File: src/rtl/bcd_pkg.sv
// rtl/bcd_pkg.sv - shared BCD digit type, limits and clamp helper
// Purpose : common definitions for the bcd_counter slice.
// Contents: bcd_digit_t (one packed BCD digit), BCD_MAX / BCD_MIN limits,
//           bcd_clamp() which saturates a nibble to a legal decimal digit.
package bcd_pkg;

  typedef logic [3:0] bcd_digit_t;

  localparam bcd_digit_t BCD_MAX = 4'd9;
  localparam bcd_digit_t BCD_MIN = 4'd0;

  function automatic bcd_digit_t bcd_clamp(input bcd_digit_t d);
    return (d > BCD_MAX) ? BCD_MAX : d;
  endfunction

endpackage

File: src/rtl/bcd_digit.sv
// rtl/bcd_digit.sv - one BCD digit of the ripple carry/borrow chain
// Purpose : a single decimal digit register with clear, clamped load and step.
// Optional: BCD_COUNTER_DOWN_EN adds dir (1 = decrement, 0 = increment).
// Ports   : clk, rst (async, active-high), clr, load, load_d (raw nibble),
//           step_in (advance this digit), [dir], q (digit value 0..9),
//           step_out (this digit wraps on the current step -> next digit's step_in).
module bcd_digit
  import bcd_pkg::*;
(
  input  logic       clk,
  input  logic       rst,
  input  logic       clr,
  input  logic       load,
  input  bcd_digit_t load_d,
  input  logic       step_in,
`ifdef BCD_COUNTER_DOWN_EN
  input  logic       dir,
`endif
  output bcd_digit_t q,
  output logic       step_out
);

  logic       wrap;
  bcd_digit_t q_next;

`ifdef BCD_COUNTER_DOWN_EN
  always_comb begin
    wrap   = dir ? (q == BCD_MIN) : (q == BCD_MAX);
    q_next = BCD_MIN;
    if (dir) q_next = wrap ? BCD_MAX : q - 4'd1;
    else     q_next = wrap ? BCD_MIN : q + 4'd1;
  end
`else
  always_comb begin
    wrap   = (q == BCD_MAX);
    q_next = wrap ? BCD_MIN : q + 4'd1;
  end
`endif

  // The top only asserts step_in on a real step, so a wrap here is a carry.
  assign step_out = step_in && wrap;

  always_ff @(posedge clk or posedge rst) begin
    if (rst)          q <= BCD_MIN;
    else if (clr)     q <= BCD_MIN;
    else if (load)    q <= bcd_clamp(load_d);
    else if (step_in) q <= q_next;
  end

endmodule

File: src/rtl/bcd_counter.sv
// rtl/bcd_counter.sv - multi-digit BCD counter with built-in prescaler
// Purpose : steps a DIGITS-digit decimal count once every PRESCALE enabled
//           clocks; synchronous clear (highest priority) and clamped parallel
//           load (drops a coincident step); flags each step and each wrap.
// Optional: BCD_COUNTER_DOWN_EN adds input dir after load_val (1 = count down).
// Ports   : clk, rst (async, active-high), en, clr, load, load_val[4*DIGITS],
//           [dir], bcd[4*DIGITS] (digit 0 in bits 3:0), tick (new count
//           visible this cycle), ovf (that step wrapped past all-9 / all-0).
module bcd_counter
  import bcd_pkg::*;
#(
  parameter int DIGITS   = 2,
  parameter int PRESCALE = 50_000_000
) (
  input  logic                  clk,
  input  logic                  rst,
  input  logic                  en,
  input  logic                  clr,
  input  logic                  load,
  input  logic [4*DIGITS-1:0]   load_val,
`ifdef BCD_COUNTER_DOWN_EN
  input  logic                  dir,
`endif
  output logic [4*DIGITS-1:0]   bcd,
  output logic                  tick,
  output logic                  ovf
);

  localparam int              PW        = (PRESCALE > 1) ? $clog2(PRESCALE) : 1;
  localparam logic [PW-1:0]   PCNT_LAST = PW'(PRESCALE - 1);

  logic [PW-1:0]   pcnt;
  logic            tc;
  logic            step;
  logic [DIGITS:0] carry;

  assign tc       = en && (pcnt == PCNT_LAST);
  // clr and load both outrank the step, so a terminal count under either is lost.
  assign step     = tc && !clr && !load;
  assign carry[0] = step;

  for (genvar k = 0; k < DIGITS; k++) begin : g_digit
    bcd_digit u_digit (
      .clk      (clk),
      .rst      (rst),
      .clr      (clr),
      .load     (load),
      .load_d   (load_val[4*k +: 4]),
      .step_in  (carry[k]),
`ifdef BCD_COUNTER_DOWN_EN
      .dir      (dir),
`endif
      .q        (bcd[4*k +: 4]),
      .step_out (carry[k+1])
    );
  end

  // Prescaler keeps running through a load; only clr restarts it.
  always_ff @(posedge clk or posedge rst) begin
    if (rst)         pcnt <= '0;
    else if (clr)    pcnt <= '0;
    else if (en)     pcnt <= tc ? '0 : pcnt + 1'b1;
  end

  // Registered alongside the digits so tick/ovf line up with the new count.
  always_ff @(posedge clk or posedge rst) begin
    if (rst) begin
      tick <= 1'b0;
      ovf  <= 1'b0;
    end else begin
      tick <= step;
      ovf  <= carry[DIGITS];
    end
  end

endmodule

File: config.mk
export PLATFORM = sky130hd
export DESIGN_NAME = bcd_counter
export DESIGN_NICKNAME = d
export VERILOG_FILES = /design/src/rtl/bcd_pkg.sv /design/src/rtl/bcd_digit.sv /design/src/rtl/bcd_counter.sv
export SDC_FILE = /design/constraint.sdc
export NUM_CORES = 1
export LEC_CHECK = 0
export BUFFER_PORTS_ARGS = -buffer_cell sky130_fd_sc_hd__clkbuf_2
export CORE_MARGIN = 8
export CORE_UTILIZATION = 45
export DETAILED_ROUTE_END_ITERATION = 10
export PLACE_DENSITY = 0.7
export SKIP_LAST_GASP = 1
export SLEW_MARGIN = 25
export SYNTH_ARGS = -nofsm -noshare
export SYNTH_HDL_FRONTEND = slang
export SYNTH_HIERARCHICAL = 1
export SYNTH_SLANG_ARGS = --single-unit
File: constraint.sdc
create_clock -name clk -period 4.9 [get_ports clk]
set_clock_uncertainty 0.05 [all_clocks]
set_input_delay 0 -clock clk [delete_from_list [all_inputs] [get_ports clk]]
set_output_delay 0 -clock clk [all_outputs]
set_load 0.005 [all_outputs]
==> results.txt, run 1 <==
status -> finished, final reports clean
Leakage -> 0.00109 uW
Max FO, Critical Path -> 7
Post-Synthesis Cells -> 240
Max-slew headroom -> 56.0%
Compound-Gate Fraction of Synth Area -> 12.7%
setup TNS -> 0 ns
critical path capture point type -> flop
Placer Congestion -> 0.848
Residual DRC -> 0
io pins -> 23
hold slack -> 0.0131 ns
RSZ-0062 raised after global routing -> false
mux cell area share after synthesis -> 0.513%
Die X -> 85.9 um
cell area after synthesis -> 0.00220 mm^2
Diodes inserted -> 0
fillers -> 448
fin crit share -> 75.8%
vias in the first global route -> 1809
Post-CTS Resized -> 0
max-cap viol count -> 0
R2R Path Start -> pcnt[0]
Syn Nets -> 259
I/O Buffers -> 22
Starting Density -> 46.5%
Seq/Total Area, Yosys -> 41.0%
Synth Area per Inst -> 9.15 um^2
first-pass GRT wire length -> 8.49 mm
R2R Setup Slk -> 1.18 ns
Worst Path Required -> 5.08 ns
peak supply drop -> 0.149 mV
Worst Setup SP -> pcnt[0]
CTS root buffer -> clkbuf_8
minimum clock period -> 3.72 ns
Clock Sinks -> 36
GRT Max-Usage Layer -> met2
Core ar. -> 0.00472 mm^2
antenna violations before repair -> 0
largest family of logic cells by synthesized area -> simple AND/OR/NAND/NOR gates
Worst setup SP type -> flop
Worst-path clk slew -> 0.07 ns
worst slew pin tran -> 0.655 ns
Hold Fails Final Rpt -> 0
routed via count -> 1826
HP Class -> input pin to flop
Most used DFF post-synth -> dfrtp_1
dpl cells -> 324
Die H -> 85.9 um
Num CTS Buffers -> 5
post-synthesis xor/xnor area fraction -> 6.78%
endpoints failing setup -> 0
dpl hpwl -> 3.49 mm
filler-free cell count of the finished design -> 340
register area -> 901 um^2
Post-synth EDFFs -> 0
post-route ant nets -> 0
nets -> 291
number of hold buffers added after CTS -> 8
H-tree depth -> 2
crit path to -> g_digit[1].u_digit/q[0]
pwr dens -> 230 mW/mm^2
setup ws final -> 1.18 ns
fin. max-slew vios -> 0
ratio of cells with drive above 1 in the final layout -> 16.1%
worst reg2reg path depth -> 10
met3 GRT Util -> 3.72%
Max Root-Sink Buffers -> 2
Synth Warn # -> 6
worst-skew pair later-pin latency -> 0.29 ns
area fraction in and, or, nand and nor cells after synthesis -> 30.9%
DIE AREA -> 0.00737 mm^2
Multi-input gate area -> 0.00119 mm^2
GR Util met1 -> 19.5%
kind of critical path -> flop to flop
data arrival time of the critical path -> 3.89 ns
DP Worst Slack -> 1.78 ns
Vias per Instance -> 5.37
Fmax -> 269 MHz
Total Wirelength -> 4.89 mm
#FFs+latches synth -> 36
Overall Global Routing Usage -> 14.3%
buffer count from post-CTS setup fixing -> 0
First DRT Iteration DRCs -> 106
largest net degree at the start of global routing -> 29
GRT met2 Usage -> 21.3%
Post-Synth Adder-Cell Area -> 3.42%
CTS tree -> built
post-synth cell types -> 46
DR pass1 iterations -> 4
Layout Area Growth over Synthesis -> 14.9%
num rows -> 25
total gr overflow -> 0
worst r2r dst -> g_digit[1].u_digit/q[0]
WL per Instance -> 14.4 um
asr flop ratio synth -> 100%
-- worst min path at each step --
| stage | startpoint | endpoint | slack, ns | depth (start not counted) |
|---|---|---|---|---|
| floorplan | rst | g_digit[0].u_digit/q[0] | -0.28 | 1 |
| global placement | rst | g_digit[0].u_digit/q[0] | -0.15 | 2 |
| detailed placement | rst | g_digit[0].u_digit/q[0] | -0.15 | 2 |
| CTS | load_val[1] | g_digit[0].u_digit/q[1] | 0.004 | 3 |
| global route | en | pcnt[1] | 0.03 | 3 |
| finish | load_val[1] | g_digit[0].u_digit/q[1] | 0.01 | 3 |
-- power by group --
part           switching [uW]  internal (uW)
Sequential               8.60            302
Clock                     105            112
Combinational            29.8           23.2
-- Yosys cell counts, drive strengths merged, types with 3 or more instances --
cell type	instances	area (um^2)
clkbuf	3	11.3
xor2	8	70.1
nor4	9	86.3
nor2	27	101
nand3	13	65.1
a221oi	4	47.6
inv	15	56.3
nor2b	4	25.0
nand2	18	70.1
ha	6	75.1
and2	3	21.3
nor3b	4	30.0
or4b	3	33.8
a21oi	14	70.1
nand4	6	43.8
xnor2	9	78.8
buf	3	36.3
a21o	3	22.5
nor3	6	30.0
nand2b	4	27.5
a31oi	5	31.3
and3b	4	35.0
dfrtp	36	901
o21ai	9	45.0
or3	8	50.1
-- flip-flops by register name, summed over array words and instances (netlist names) --
register and count:
g_digit.u_digit/q 8, tick 1, pcnt 26, ovf 1
-- cells in the final DEF (no fill, tap or decap), drive strengths merged, types with 5 or more instances in the layout --
master	n
dfrtp	36
clkbuf	28
nor2	27
nand2	18
inv	15
a21oi	14
nand3	13
o21ai	9
xnor2	9
nor4	9
or3	8
xor2	8
dlygate4sd3	8
nor3	6
ha	6
nand4	6
a31oi	5
-- per-layer routing --
metal	vias to the layer above	part of all wire, %
met3	4	3.0
met4	0	1.2
li1	919	-
met5	-	0
met2	24	44
met1	879	51
-- logic make-up (layout without fill, tap and decap cells) --
family | count (synthesis) | count (layout)
AND/OR/NAND/NOR | 116 | 116
flip-flops | 36 | 36
AO/OA/AOI/OAI | 43 | 43
XOR/XNOR | 17 | 17
multiplexers | 1 | 1
adder cells (fa/ha/maj) | 6 | 6
buffers and inverters | 21 | 54
-- final cells by class --
| class | count | share of cell area (%) |
|---|---|---|
| multi-input combinational | 183 | 47.2 |
| sequential | 36 | 35.7 |
| timing repair buffer | 31 | 7.83 |
| tap | 67 | 3.32 |
| clock buffer | 6 | 3.27 |
| inverter | 15 | 2.23 |
| clock inverter | 2 | 0.397 |
-- critical path, stage by stage, from the launching register on --
cell and delay (ns):
dfrtp_1 0.44, ha_1 0.19, nand3_1 0.10, nor4_1 0.55, nand2_2 0.24, nor3_1 0.57, and2_2 0.33, inv_1 0.06
or3_1 0.35, a221oi_2 0.21, dlygate4sd3_1 0.57
-- per-stage QoR --
stage,instance area (um^2),util (%),total power [uW]
3_3_place_gp,2350,49.8,364
2_1_floorplan,2200,-,346
5_1_grt,2520,53.4,607
3_5_place_dp,2350,49.8,364
6_report,2520,53.4,580
4_1_cts,2520,53.4,588
Note: power is estimated with default switching activity, not from simulation.
==> inputs of run 2 (changes only) <==
==> constraint.sdc (replaced) <==
create_clock -name clk -period 3.75 [get_ports clk]
set_clock_uncertainty 0.05 [all_clocks]
set_input_delay 0 -clock clk [delete_from_list [all_inputs] [get_ports clk]]
set_output_delay 0 -clock clk [all_outputs]
set_load 0.005 [all_outputs]
==> run 2 against run 1 <==
  * Non-clock buffer count rose by 4
  * Final area rose by 2.2%
  * Utilization rose by 1.2 points
  * Critical path depth did not move
  * Hold slack improved by 0.00052 ns
  * Combinational power rose by 35%
  * First-iteration DRC count fell by 6.6%
  * Critical endpoint unchanged
  * Highest routed layer unchanged
==> results.txt, run 2 (synthesized netlist as in run 1, its figures left out) <==
Clock Sinks -> 36 (unchanged)
Layout Area Growth over Synthesis -> 17.4%
Clk network pwr share -> 41.5% (+4.2 points)
Starting Density -> 46.5% (unchanged)
CTS tree -> built
antenna violations before repair -> 0 (unchanged)
Max Root-Sink Buffers -> 2 (unchanged)
data arrival time of the critical path -> 3.56 ns (-0.33 ns)
dpl hpwl -> 3.45 mm (-1.1%)
WL per Instance -> 14.5 um (+0.96%)
Largest Register -> pcnt
setup ws final -> 0.361 ns (-0.822 ns)
CTS root buffer -> clkbuf_8
Worst setup SP type -> flop
status -> finished, final reports clean
Num CTS Buffers -> 5 (unchanged)
buffer count from post-CTS setup fixing -> 0 (unchanged)
setup TNS -> 0 ns (unchanged)
kind of critical path -> flop to flop
sw frac -> 23.6% (-1.0 points)
Int Pwr -> 624 uW (+43%)
Die X -> 85.9 um (unchanged)
Post-CTS Resized -> 0 (unchanged)
vias in the first global route -> 1873 (+3.5%)
routed via count -> 1877 (+2.8%)
Net Sw Power -> 192 uW (+35%)
DR pass1 iterations -> 5 (+1)
most common cell after layout, fill and taps aside -> dfrtp_1
pwr dens -> 316 mW/mm^2 (+38%)
Die H -> 85.9 um (unchanged)
combinational share of power -> 8.8% (-0.3 points)
Placer Congestion -> 0.828 (-2.4%)
largest net degree at the start of global routing -> 29 (unchanged)
hold path start -> en
Leakage -> 0.00111 uW (+1.8%)
R2R Path Start -> pcnt[24]
Vias per Instance -> 5.46 (+1.6%)
RSZ-0062 raised after global routing -> false
worst-skew pair later-pin latency -> 0.29 ns (about the same)
Max FO, Critical Path -> 7 (unchanged)
fin crit share -> 90.4% (+15 points)
Hold Fails Final Rpt -> 0 (unchanged)
Fmax -> 295 MHz (+9.7%)
I/O Buffers -> 22 (unchanged)
endpoints failing setup -> 0 (unchanged)
fillers -> 434 (-3.1%)
io pins -> 23 (unchanged)
most frequent cells in the layout -> dfrtp_1 (36), nor2_1 (27), clkbuf_2 (22)
Overall Global Routing Usage -> 14.6% (+0.32 points)
Diodes inserted -> 0 (unchanged)
post-route ant nets -> 0 (unchanged)
DP Worst Slack -> 0.976 ns (-0.799 ns)
ratio of cells with drive above 1 in the final layout -> 16.2% (+0.13 points)
nets -> 295 (+1.4%)
max reg flops -> 26 (unchanged)
H-tree depth -> 2 (unchanged)
Max-slew headroom -> 53.3% (-2.7 points)
first-pass GRT wire length -> 8.67 mm (+2.0%)
Worst Setup SP -> pcnt[24]
num rows -> 25 (unchanged)
number of hold buffers added after CTS -> 11 (+3)
First DRT Iteration DRCs -> 99 (-6.6%)
Residual DRC -> 0 (unchanged)
worst slew pin tran -> 0.693 ns (+0.0381 ns)
max-cap viol count -> 0 (unchanged)
total gr overflow -> 0 (unchanged)
Total Wirelength -> 5.00 mm (+2.1%)
Worst Path Required -> 3.92 ns (-1.16 ns)
fin. max-slew vios -> 0 (unchanged)
Flop pwr share -> 49.8% (-3.7 points)
critical path capture point type -> flop
DIE AREA -> 0.00737 mm^2 (unchanged)
HP Class -> input pin to flop
peak supply drop -> 0.157 mV (+5.8%)
Worst-path clk slew -> 0.08 ns (about the same)
Core ar. -> 0.00472 mm^2 (unchanged)
minimum clock period -> 3.39 ns (-0.328 ns)
Top Registers -> pcnt: 26 flops, g_digit.u_digit/q: 8 flops
run 2: area by class of cell:
class	instances	area, um^2	area share [%]
Clock buffer	5	68.8	2.67
Multi-Input combinational cell	183	1190	46.2
Timing Repair Buffer	35	235	9.12
Clock inverter	3	42.5	1.65
Sequential cell	36	901	34.9
Inverter	15	56.3	2.18
Tap cell	67	83.8	3.25
run 2: critical path, stage by stage, from the launching register on:
cell and delay, ns:
dfrtp_1 0.41, or4b_4 0.57, nor4_4 0.34, nand2_2 0.17, nor3_1 0.18, buf_4 0.17
and2_2 0.20, inv_1 0.06, or3_1 0.36, a221oi_2 0.22, dlygate4sd3_1 0.59
run 2: power by group through the flow:
| stage | registers, uW | clock network, uW | logic [uW] |
|---|---|---|---|
| finish | 406 | 338 | 71.6 |
| global route | 408 | 364 | 80.2 |
| CTS | 406 | 346 | 71.7 |
| detailed placement | 413 | 0 | 62.1 |
| global placement | 413 | 0 | 61.9 |
| floorplan | 411 | 0 | 41.4 |
run 2: worst paths after layout:
kind / cells past startpoint / slack, ns / to
min in group asynchronous: 3 / 0.12 / g_digit[0].u_digit/q[1]
min: 3 / 0.01 / pcnt[1]
max in group asynchronous: 4 / 3.08 / pcnt[20]
max: 10 / 0.36 / g_digit[1].u_digit/q[0]
min reg2reg: 2 / 0.52 / pcnt[15]
max reg2reg: 10 / 0.36 / g_digit[1].u_digit/q[0]
run 2: per-stage QoR:
| step | utilization (%) | instance area [um^2] | power [uW] | hold WS, ns | instances |
|---|---|---|---|---|---|
| after floorplan | - | 2200 | 452 | -0.284 | 240 |
| after global placement | 49.9 | 2360 | 475 | -0.148 | 325 |
| final | 54.6 | 2580 | 816 | 0.0136 | 344 |
| after global routing | 54.6 | 2580 | 851 | 0.0398 | 344 |
| after detailed placement | 49.9 | 2360 | 475 | -0.147 | 325 |
| after CTS | 54.6 | 2580 | 823 | 0.00672 | 344 |
run 2: per-layer routing:
metal	GRT usage, %	vias to the layer above	wire length [um]
met5	0	-	0
met4	5.41	0	82
met3	3.44	7	174
met2	23.0	40	2340
met1	18.9	900	2400
li1	-	930	-
